$ cat config.mk
export PLATFORM = sky130hd
export DESIGN_NAME = spi_master
export DESIGN_NICKNAME = d
export VERILOG_FILES = /design/src/rtl/spi_master_pkg.sv /design/src/rtl/spi_master.sv
export SDC_FILE = /design/constraint.sdc
export NUM_CORES = 1
export LEC_CHECK = 0
export ABC_CLOCK_PERIOD_IN_PS = 2150
export CAP_MARGIN = 0
export CORE_MARGIN = 10
export CORE_UTILIZATION = 44
export CTS_CLUSTER_SIZE = 24
export DETAILED_ROUTE_END_ITERATION = 6
export DONT_BUFFER_PORTS = 1
export PLACE_DENSITY = 0.55
export SETUP_SLACK_MARGIN = 0.02
export SLEW_MARGIN = 20
export SYNTH_ARGS = -nofsm -noshare
export SYNTH_HDL_FRONTEND = slang
export SYNTH_SLANG_ARGS = --single-unit
export TNS_END_PERCENT = 5
$ cat constraint.sdc
create_clock -name clk -period 2.15 [get_ports clk]
set_input_delay 0.3225 -clock clk [delete_from_list [all_inputs] [get_ports clk]]
set_output_delay 0.3225 -clock clk [all_outputs]
set_load 0.005 [all_outputs]
$ cat src/rtl/spi_master_pkg.sv
// Shared helpers for the SPI master: SCK half-period sizing and a counter-width check.
package spi_master_pkg;

  // Number of clk cycles in half an SCK period.
  function automatic int half_period(input int clk_div);
    return 1 << (clk_div - 1);
  endfunction

  // True when a bit counter of bcw bits can index every bit of a dw-bit word.
  function automatic bit cnt_fits(input int bcw, input int dw);
    return (64'(1) << bcw) >= 64'(dw);
  endfunction

endpackage

$ cat src/rtl/spi_master.sv
// SPI mode-0 master, MSB first, full duplex; one DATA_WIDTH-bit word per start.
// Transfer takes a half-period setup plus DATA_WIDTH SCK periods; start is ignored while busy.
module spi_master
  import spi_master_pkg::*;
#(
  parameter int CLK_DIV       = 2,
  parameter int DATA_WIDTH    = 36,
  parameter int BIT_CNT_WIDTH = 6
) (
  input  logic                  clk,
  input  logic                  rst,
  input  logic                  start,
  input  logic [DATA_WIDTH-1:0] data_in,
  input  logic                  miso,
  output logic                  mosi,
  output logic                  sck,
  output logic [DATA_WIDTH-1:0] data_out,
  output logic                  busy,
  output logic                  new_data
);

  if (!cnt_fits(BIT_CNT_WIDTH, DATA_WIDTH)) begin : g_cfg_err
    $error("spi_master: BIT_CNT_WIDTH too narrow for DATA_WIDTH");
  end

  typedef enum logic [1:0] {
    ST_IDLE      = 2'd0,
    ST_WAIT_HALF = 2'd1,
    ST_TRANSFER  = 2'd2
  } state_e;

  localparam logic [CLK_DIV-1:0]       CTR_HALF = CLK_DIV'(half_period(CLK_DIV) - 1);
  localparam logic [BIT_CNT_WIDTH-1:0] LAST_BIT = BIT_CNT_WIDTH'(DATA_WIDTH - 1);

  state_e                   r_state;
  state_e                   w_state_nxt;
  logic [CLK_DIV-1:0]       r_ctr;
  logic [BIT_CNT_WIDTH-1:0] r_bit_cnt;
  logic [DATA_WIDTH-1:0]    r_shift;
  logic [DATA_WIDTH-1:0]    r_data_out;
  logic                     r_mosi;
  logic                     r_new_data;

  logic w_ctr_half;
  logic w_ctr_last;
  logic w_last_bit;
  logic w_accept;

  assign w_ctr_half = (r_ctr == CTR_HALF);
  assign w_ctr_last = &r_ctr;
  assign w_last_bit = (r_bit_cnt == LAST_BIT);
  assign w_accept   = (r_state == ST_IDLE) && start;

  always_ff @(posedge clk) begin
    if (rst) begin
      r_state <= ST_IDLE;
    end else begin
      r_state <= w_state_nxt;
    end
  end

  always_comb begin
    w_state_nxt = r_state;
    case (r_state)
      ST_IDLE:      if (start) w_state_nxt = ST_WAIT_HALF;
      ST_WAIT_HALF: if (w_ctr_half) w_state_nxt = ST_TRANSFER;
      ST_TRANSFER:  if (w_ctr_last && w_last_bit) w_state_nxt = ST_IDLE;
      default:      w_state_nxt = ST_IDLE;
    endcase
  end

  // SCK is low for the first half of each bit period, so miso is captured as it rises.
  always_comb begin
    busy = (r_state != ST_IDLE);
    sck  = (r_state == ST_TRANSFER) && r_ctr[CLK_DIV-1];
  end

  always_ff @(posedge clk) begin
    if (rst) begin
      r_ctr      <= '0;
      r_bit_cnt  <= '0;
      r_shift    <= '0;
      r_data_out <= '0;
      r_mosi     <= 1'b0;
      r_new_data <= 1'b0;
    end else begin
      r_new_data <= 1'b0;
      if (w_accept) begin
        r_shift   <= data_in;
        r_mosi    <= data_in[DATA_WIDTH-1];
        r_ctr     <= '0;
        r_bit_cnt <= '0;
      end else if (r_state == ST_WAIT_HALF) begin
        r_ctr <= w_ctr_half ? '0 : r_ctr + CLK_DIV'(1);
      end else if (r_state == ST_TRANSFER) begin
        r_ctr <= r_ctr + CLK_DIV'(1);
        if (w_ctr_half) begin
          r_shift <= {r_shift[DATA_WIDTH-2:0], miso};
        end
        // Bit boundary: SCK falls here, so the next bit is launched on mosi.
        if (w_ctr_last) begin
          if (w_last_bit) begin
            r_data_out <= r_shift;
            r_new_data <= 1'b1;
          end else begin
            r_bit_cnt <= r_bit_cnt + BIT_CNT_WIDTH'(1);
            r_mosi    <= r_shift[DATA_WIDTH-1];
          end
        end
      end
    end
  end

  assign mosi     = r_mosi;
  assign data_out = r_data_out;
  assign new_data = r_new_data;

endmodule

==> out/summary.txt, run 1 <==
fmax - 529 MHz
root buf cell - clkbuf_8
largest net degree at the start of global routing - 80
Post-synth ARST share - 0
Distinct cells, synth - 32
Net Count, Synth - 481
largest area contributor in the netlist - dfxtp_1
Worst Hold Class - primary input to register
worst setup margin - 0.260 ns
MaxCap Viol Count - 0
die area - 12000 µm²
worst slew pin tran - 0.405 ns
RePlAce Congestion - 0.813
CP required - 2.42 ns
Final Max Slew Viols - 0
# rows - 32
Post-synth EDFFs - 0
most frequent cells in the layout - 111 x nand2_1, 84 x dfxtp_1, 46 x nor2_1
Hold Violations, Final - 0
Critical Path Sink Type - register
wire per inst - 16.6 µm
RSZ-0062 raised after global routing - false
H-Tree Depth - 3
post-route ant nets - 0
CTS tree - built
DP Wirelength - 5940 µm
mapped cell area - 3520 µm²
static leakage - 1.26 nW
Hold Buf Count CTS - 0
Die W - 109 µm
Tot GR Track Use - 0.144
max_slew headroom - 0.727
Most used DFF post-synth - dfxtp_1
minimum clock period - 1.89 ns
Vias - 2861
outcome - complete, no violations
post-CTS setup buffers - 0
ant diodes - 0
Std-Cell Core Area - 7770 µm²
area taken by multi-input logic gates - 1650 µm²
Synth area leaders - dfxtp_1 48%, nand2_1 12%, a311oi_1 9.0%
type of element launching the critical path - register
clock-pin slew on the worst setup and hold paths - 0.09 ns
Setup WS pre-CTS - 0.264 ns
Arr. time, crit path - 2.16 ns
Port Buffer Count - 0
final WL - 8700 µm
crit path kind - register to register
Setup TNS - 0 ns
Avg Cell Area, Syn - 8.10 µm²
NumNets Final - 463
sequential fraction of the synthesis area - 0.477
final total power - 4.42 mW
Mapped Cells - 435
post-synth top area share - 0.477
Max clock buf depth - 2
residual DRC count - 0
fraction of layout cells with a size suffix above 1 - 0.0664
yosys warns - 0
CTS Buf Count - 9
final setup fails - 0
CTS Sinks - 84
# IOs - 80
fillers - 826
sequential cell area - 1680 µm²
CP max FO - 36
Congestion Overflow GR - 0
Initial Utilization - 0.453
vias in the first global route - 2711
CTS-repair resized insts - 0
drt pass-1 iters - 4
maximum vdd drop - 0.000653 V
Power Dens Cells - 1170 nW/µm²
Worst-Skew Late Latency - 0.34 ns
height of the die - 109 µm
initial antenna violation count - 1
area grow syn2layout - 6.75%
Iter 0 DRT Violations - 154
commonest non-fill, non-tap cell in the layout - nand2_1
flops & latches, synth - 84
DR vias/cell - 5.46
period utilization - 0.879
Worst Skew - 0.0148 ns
first-pass GRT wire length - 14000 µm
routing by layer:
| layer | GRT usage | wire (µm) | up-vias |
|---|---|---|---|
| met2 | 0.229 | 4050 | 60 |
| met1 | 0.177 | 3820 | 1330 |
| met5 | 0 | 13 | - |
| met4 | 0.0502 | 94 | 2 |
| met3 | 0.0509 | 712 | 11 |
| li1 | - | - | 1458 |
critical path, stage by stage (launching register included):
cell      delay [ns]
dfxtp_1         0.36
inv_1           0.10
ha_1            0.24
and4b_1         0.42
and4bb_1        0.29
buf_12          0.20
nand2_1         0.08
a21oi_1         0.12
synthesized netlist by cell type (3+ instances only):
| master | number |
|---|---|
| nand2_1 | 111 |
| dfxtp_1 | 84 |
| nor2_1 | 46 |
| a21oi_1 | 40 |
| a311oi_1 | 36 |
| nand3_1 | 35 |
| clkbuf_1 | 21 |
| buf_2 | 10 |
| ha_1 | 6 |
| nand2b_1 | 6 |
| xor2_1 | 5 |
| buf_6 | 4 |
| inv_1 | 4 |
| mux2i_1 | 3 |
final cells by class:
class / instances / share of cell area
flip-flops and latches: 84 / 0.447
repair buffers: 9 / 0.0246
well taps: 102 / 0.0339
clock inverters: 5 / 0.0113
multi-input cells: 309 / 0.439
clock buffers: 11 / 0.0403
inverters: 4 / 0.00399
power by group:
part | internal (mW) | leakage (nW) | total (mW) | switching (mW)
logic | 0.481 | 0.482 | 1.22 | 0.735
registers | 1.85 | 0.684 | 2.11 | 0.254
clock network | 0.496 | 0.0901 | 1.09 | 0.598
state kept, by name, indices dropped and copies added, names as in the netlist:
name       flops
r_ctr          2
mosi           1
r_shift       36
r_bit_cnt      6
new_data       1
r_state        2
data_out      36
stage by stage:
stage	util	cell area, µm²	hold WS [ns]	std cells
global placement	0.459	3570	0.408	508
detailed placement	0.459	3570	0.410	508
global route	0.484	3760	0.0251	524
finish	0.484	3760	0.0545	524
CTS	0.484	3760	0.0273	524
floorplan	-	3520	0.445	435
final timing paths:
kind         slack [ns]   startpoint           end  cells past startpoint
max                0.26   r_state[1]  data_out[16]                      7
min                0.05          rst   r_shift[30]                      1
max reg2reg        0.26   r_state[1]  data_out[16]                      7
min reg2reg        0.46  r_shift[21]  data_out[21]                      2
logic make-up (layout without fill, tap and decap cells):
family,after synthesis,after routing,share of synthesized area
AO/OA/AOI/OAI,83,83,0.162
XOR/XNOR,6,6,0.0149
adder cells (fa/ha/maj),6,6,0.0213
buffers and inverters,42,29,0.0579
flip-flops,84,84,0.477
multiplexers,4,4,0.0117
AND/OR/NAND/NOR,210,210,0.255
Power figures use the tool's default switching activity.
==> run 2, diff against run 1 <==
CORE_MARGIN = 5   (was 10)
==> out/summary.txt, run 2 (synthesized netlist as in run 1, its figures left out) <==
Max clock buf depth - 2 (unchanged)
CTS tree - built (unchanged)
Final Max Slew Viols - 0 (unchanged)
Worst Hold Class - primary input to register (unchanged)
crit-path max cell delay - 0.43 ns (was 0.42 ns)
commonest non-fill, non-tap cell in the layout - nand2_1 (unchanged)
vias in the first global route - 2567 (was 2711)
height of the die - 99.5 µm (was 109 µm)
root buf cell - clkbuf_8 (unchanged)
Iter 0 DRT Violations - 180 (was 154)
area grow syn2layout - 6.07% (was 6.75%)
max_slew headroom - 0.721 (was 0.727)
CP required - 2.44 ns (was 2.42 ns)
CP max FO - 36 (unchanged)
final setup fails - 0 (unchanged)
RSZ-0062 raised after global routing - false (unchanged)
Port Buffer Count - 0 (unchanged)
post-CTS setup buffers - 0 (unchanged)
MaxCap Viol Count - 0 (unchanged)
H-Tree Depth - 3 (unchanged)
worst slew pin tran - 0.419 ns (was 0.405 ns)
Switch Pwr - 1.55 mW (was 1.59 mW)
Setup TNS - 0 ns (unchanged)
wire per inst - 15.7 µm (was 16.6 µm)
Power Dens Cells - 1160 nW/µm² (was 1170 nW/µm²)
period utilization - 0.886 (was 0.879)
drt pass-1 iters - 4 (unchanged)
static leakage - 1.25 nW (was 1.26 nW)
CTS Buf Count - 9 (unchanged)
clock-pin slew on the worst setup and hold paths - 0.09 ns (about the same)
CP Buf/Inv Count - 2 (unchanged)
DP Wirelength - 5270 µm (was 5940 µm)
RePlAce Congestion - 0.803 (was 0.813)
final WL - 8210 µm (was 8700 µm)
Hold Violations, Final - 0 (unchanged)
Vias - 2820 (was 2861)
most frequent cells in the layout - 111 x nand2_1, 84 x dfxtp_1, 46 x nor2_1 (unchanged)
post-route ant nets - 0 (unchanged)
maximum vdd drop - 0.000616 V (was 0.000653 V)
register share of total power - 0.484 (was 0.477)
Initial Utilization - 0.453 (unchanged)
first-pass GRT wire length - 13200 µm (was 14000 µm)
die area - 9890 µm² (was 12000 µm²)
ant diodes - 0 (unchanged)
Tot GR Track Use - 0.166 (was 0.144)
cell internal pwr - 2.77 mW (was 2.83 mW)
crit path kind - register to register (unchanged)
# IOs - 80 (unchanged)
Worst-Skew Late Latency - 0.35 ns (was 0.34 ns)
fraction of layout cells with a size suffix above 1 - 0.0619 (was 0.0664)
Std-Cell Core Area - 7770 µm² (unchanged)
clock power share - 0.242 (was 0.248)
Hold Buf Count CTS - 0 (unchanged)
Worst Skew - 0.0129 ns (was 0.0148 ns)
CTS-repair resized insts - 0 (unchanged)
Critical Path Sink Type - register (unchanged)
NumNets Final - 461 (was 463)
type of element launching the critical path - register (unchanged)
# rows - 32 (unchanged)
cell at the slowest stage of the critical path - and4b_1 (unchanged)
CTS Sinks - 84 (unchanged)
Arr. time, crit path - 2.19 ns (was 2.16 ns)
minimum clock period - 1.90 ns (was 1.89 ns)
Logic pwr share - 0.274 (was 0.275)
Final Cell Area - 3740 µm² (was 3760 µm²)
cell chain of the critical path - inv_1, ha_1, and4b_1, and4bb_1, buf_12, nand2_1, a21oi_1 (unchanged)
largest net degree at the start of global routing - 80 (unchanged)
initial antenna violation count - 0 (was 1)
Die W - 99.5 µm (was 109 µm)
fmax - 525 MHz (was 529 MHz)
residual DRC count - 0 (unchanged)
Congestion Overflow GR - 0 (unchanged)
Net Sw Frac - 0.359 (about the same)
DR vias/cell - 5.40 (was 5.46)
CP delay by family, top - simple AND/OR/NAND/NOR gates (unchanged)
outcome - complete, no violations (unchanged)
Placed Instance Area - 3550 µm² (was 3570 µm²)
[run 2: cell count changes in the layout (fill, tap and decap cells not counted), sizes merged]
cell      before  now
clkinv         0    4
buf            9    7
clkinvlp       3    1
clkbuf        11   10
inv            6    5
[run 2: cell type report]
type	count	area, µm²
fill	808	4030
sequential	84	1680
multi-input combinational	309	1650
clock buffer	10	138
tap	102	128
timing repair buffer	7	77.6
clock inverter	6	47.5
inverter	4	15.0
[run 2: path summary, 6_finish.rpt]
| kind | start | to | slack, ns | cells after the start |
|---|---|---|---|---|
| worst max-delay path | r_state[1] | data_out[13] | 0.25 | 7 |
| worst min-delay path | rst | data_out[30] | 0.05 | 1 |
| worst max register to register | r_state[1] | data_out[13] | 0.25 | 7 |
| worst min register to register | r_shift[10] | data_out[10] | 0.46 | 2 |
[run 2: routing by layer]
metal  up-vias  wire, µm  track usage
met2        65      3690        0.252
li1       1459         -            -
met4         0       104       0.0536
met5         -         0            0
met3        10       539       0.0575
met1      1286      3880        0.222
[run 2: power by group through the flow]
stage	logic [mW]	clock network, mW	registers [mW]
floorplan	0.992	0	2.06
global placement	1.17	0	2.12
detailed placement	1.19	0	2.12
CTS	1.19	1.08	2.09
global route	1.34	1.15	2.13
finish	1.18	1.05	2.09
[run 2: through the flow]
| step | utilization | total power, mW | std cells | hold WS (ns) | setup WS [ns] |
|---|---|---|---|---|---|
| finish | 0.481 | 4.32 | 522 | 0.0459 | 0.245 |
| detailed placement | 0.457 | 3.31 | 506 | 0.405 | 0.248 |
| floorplan | - | 3.05 | 435 | 0.445 | 0.483 |
| global placement | 0.457 | 3.29 | 506 | 0.406 | 0.332 |
| CTS | 0.481 | 4.36 | 522 | 0.0145 | 0.229 |
| global route | 0.481 | 4.62 | 522 | 0.0225 | 0.0652 |
[run 2: worst reg2reg max path, stage by stage, from the launching register on]
cell and delay, ns:
dfxtp_1 0.36, inv_1 0.09, ha_1 0.23, and4b_1 0.43, and4bb_1 0.29, buf_12 0.21
nand2_1 0.11, a21oi_1 0.12
==> run 3, diff against run 2 <==
CTS_CLUSTER_SIZE = 28   (was 24)
==> results of run 3 <==
Same layout as run 2: the final DEF is identical, and so are final timing and power.
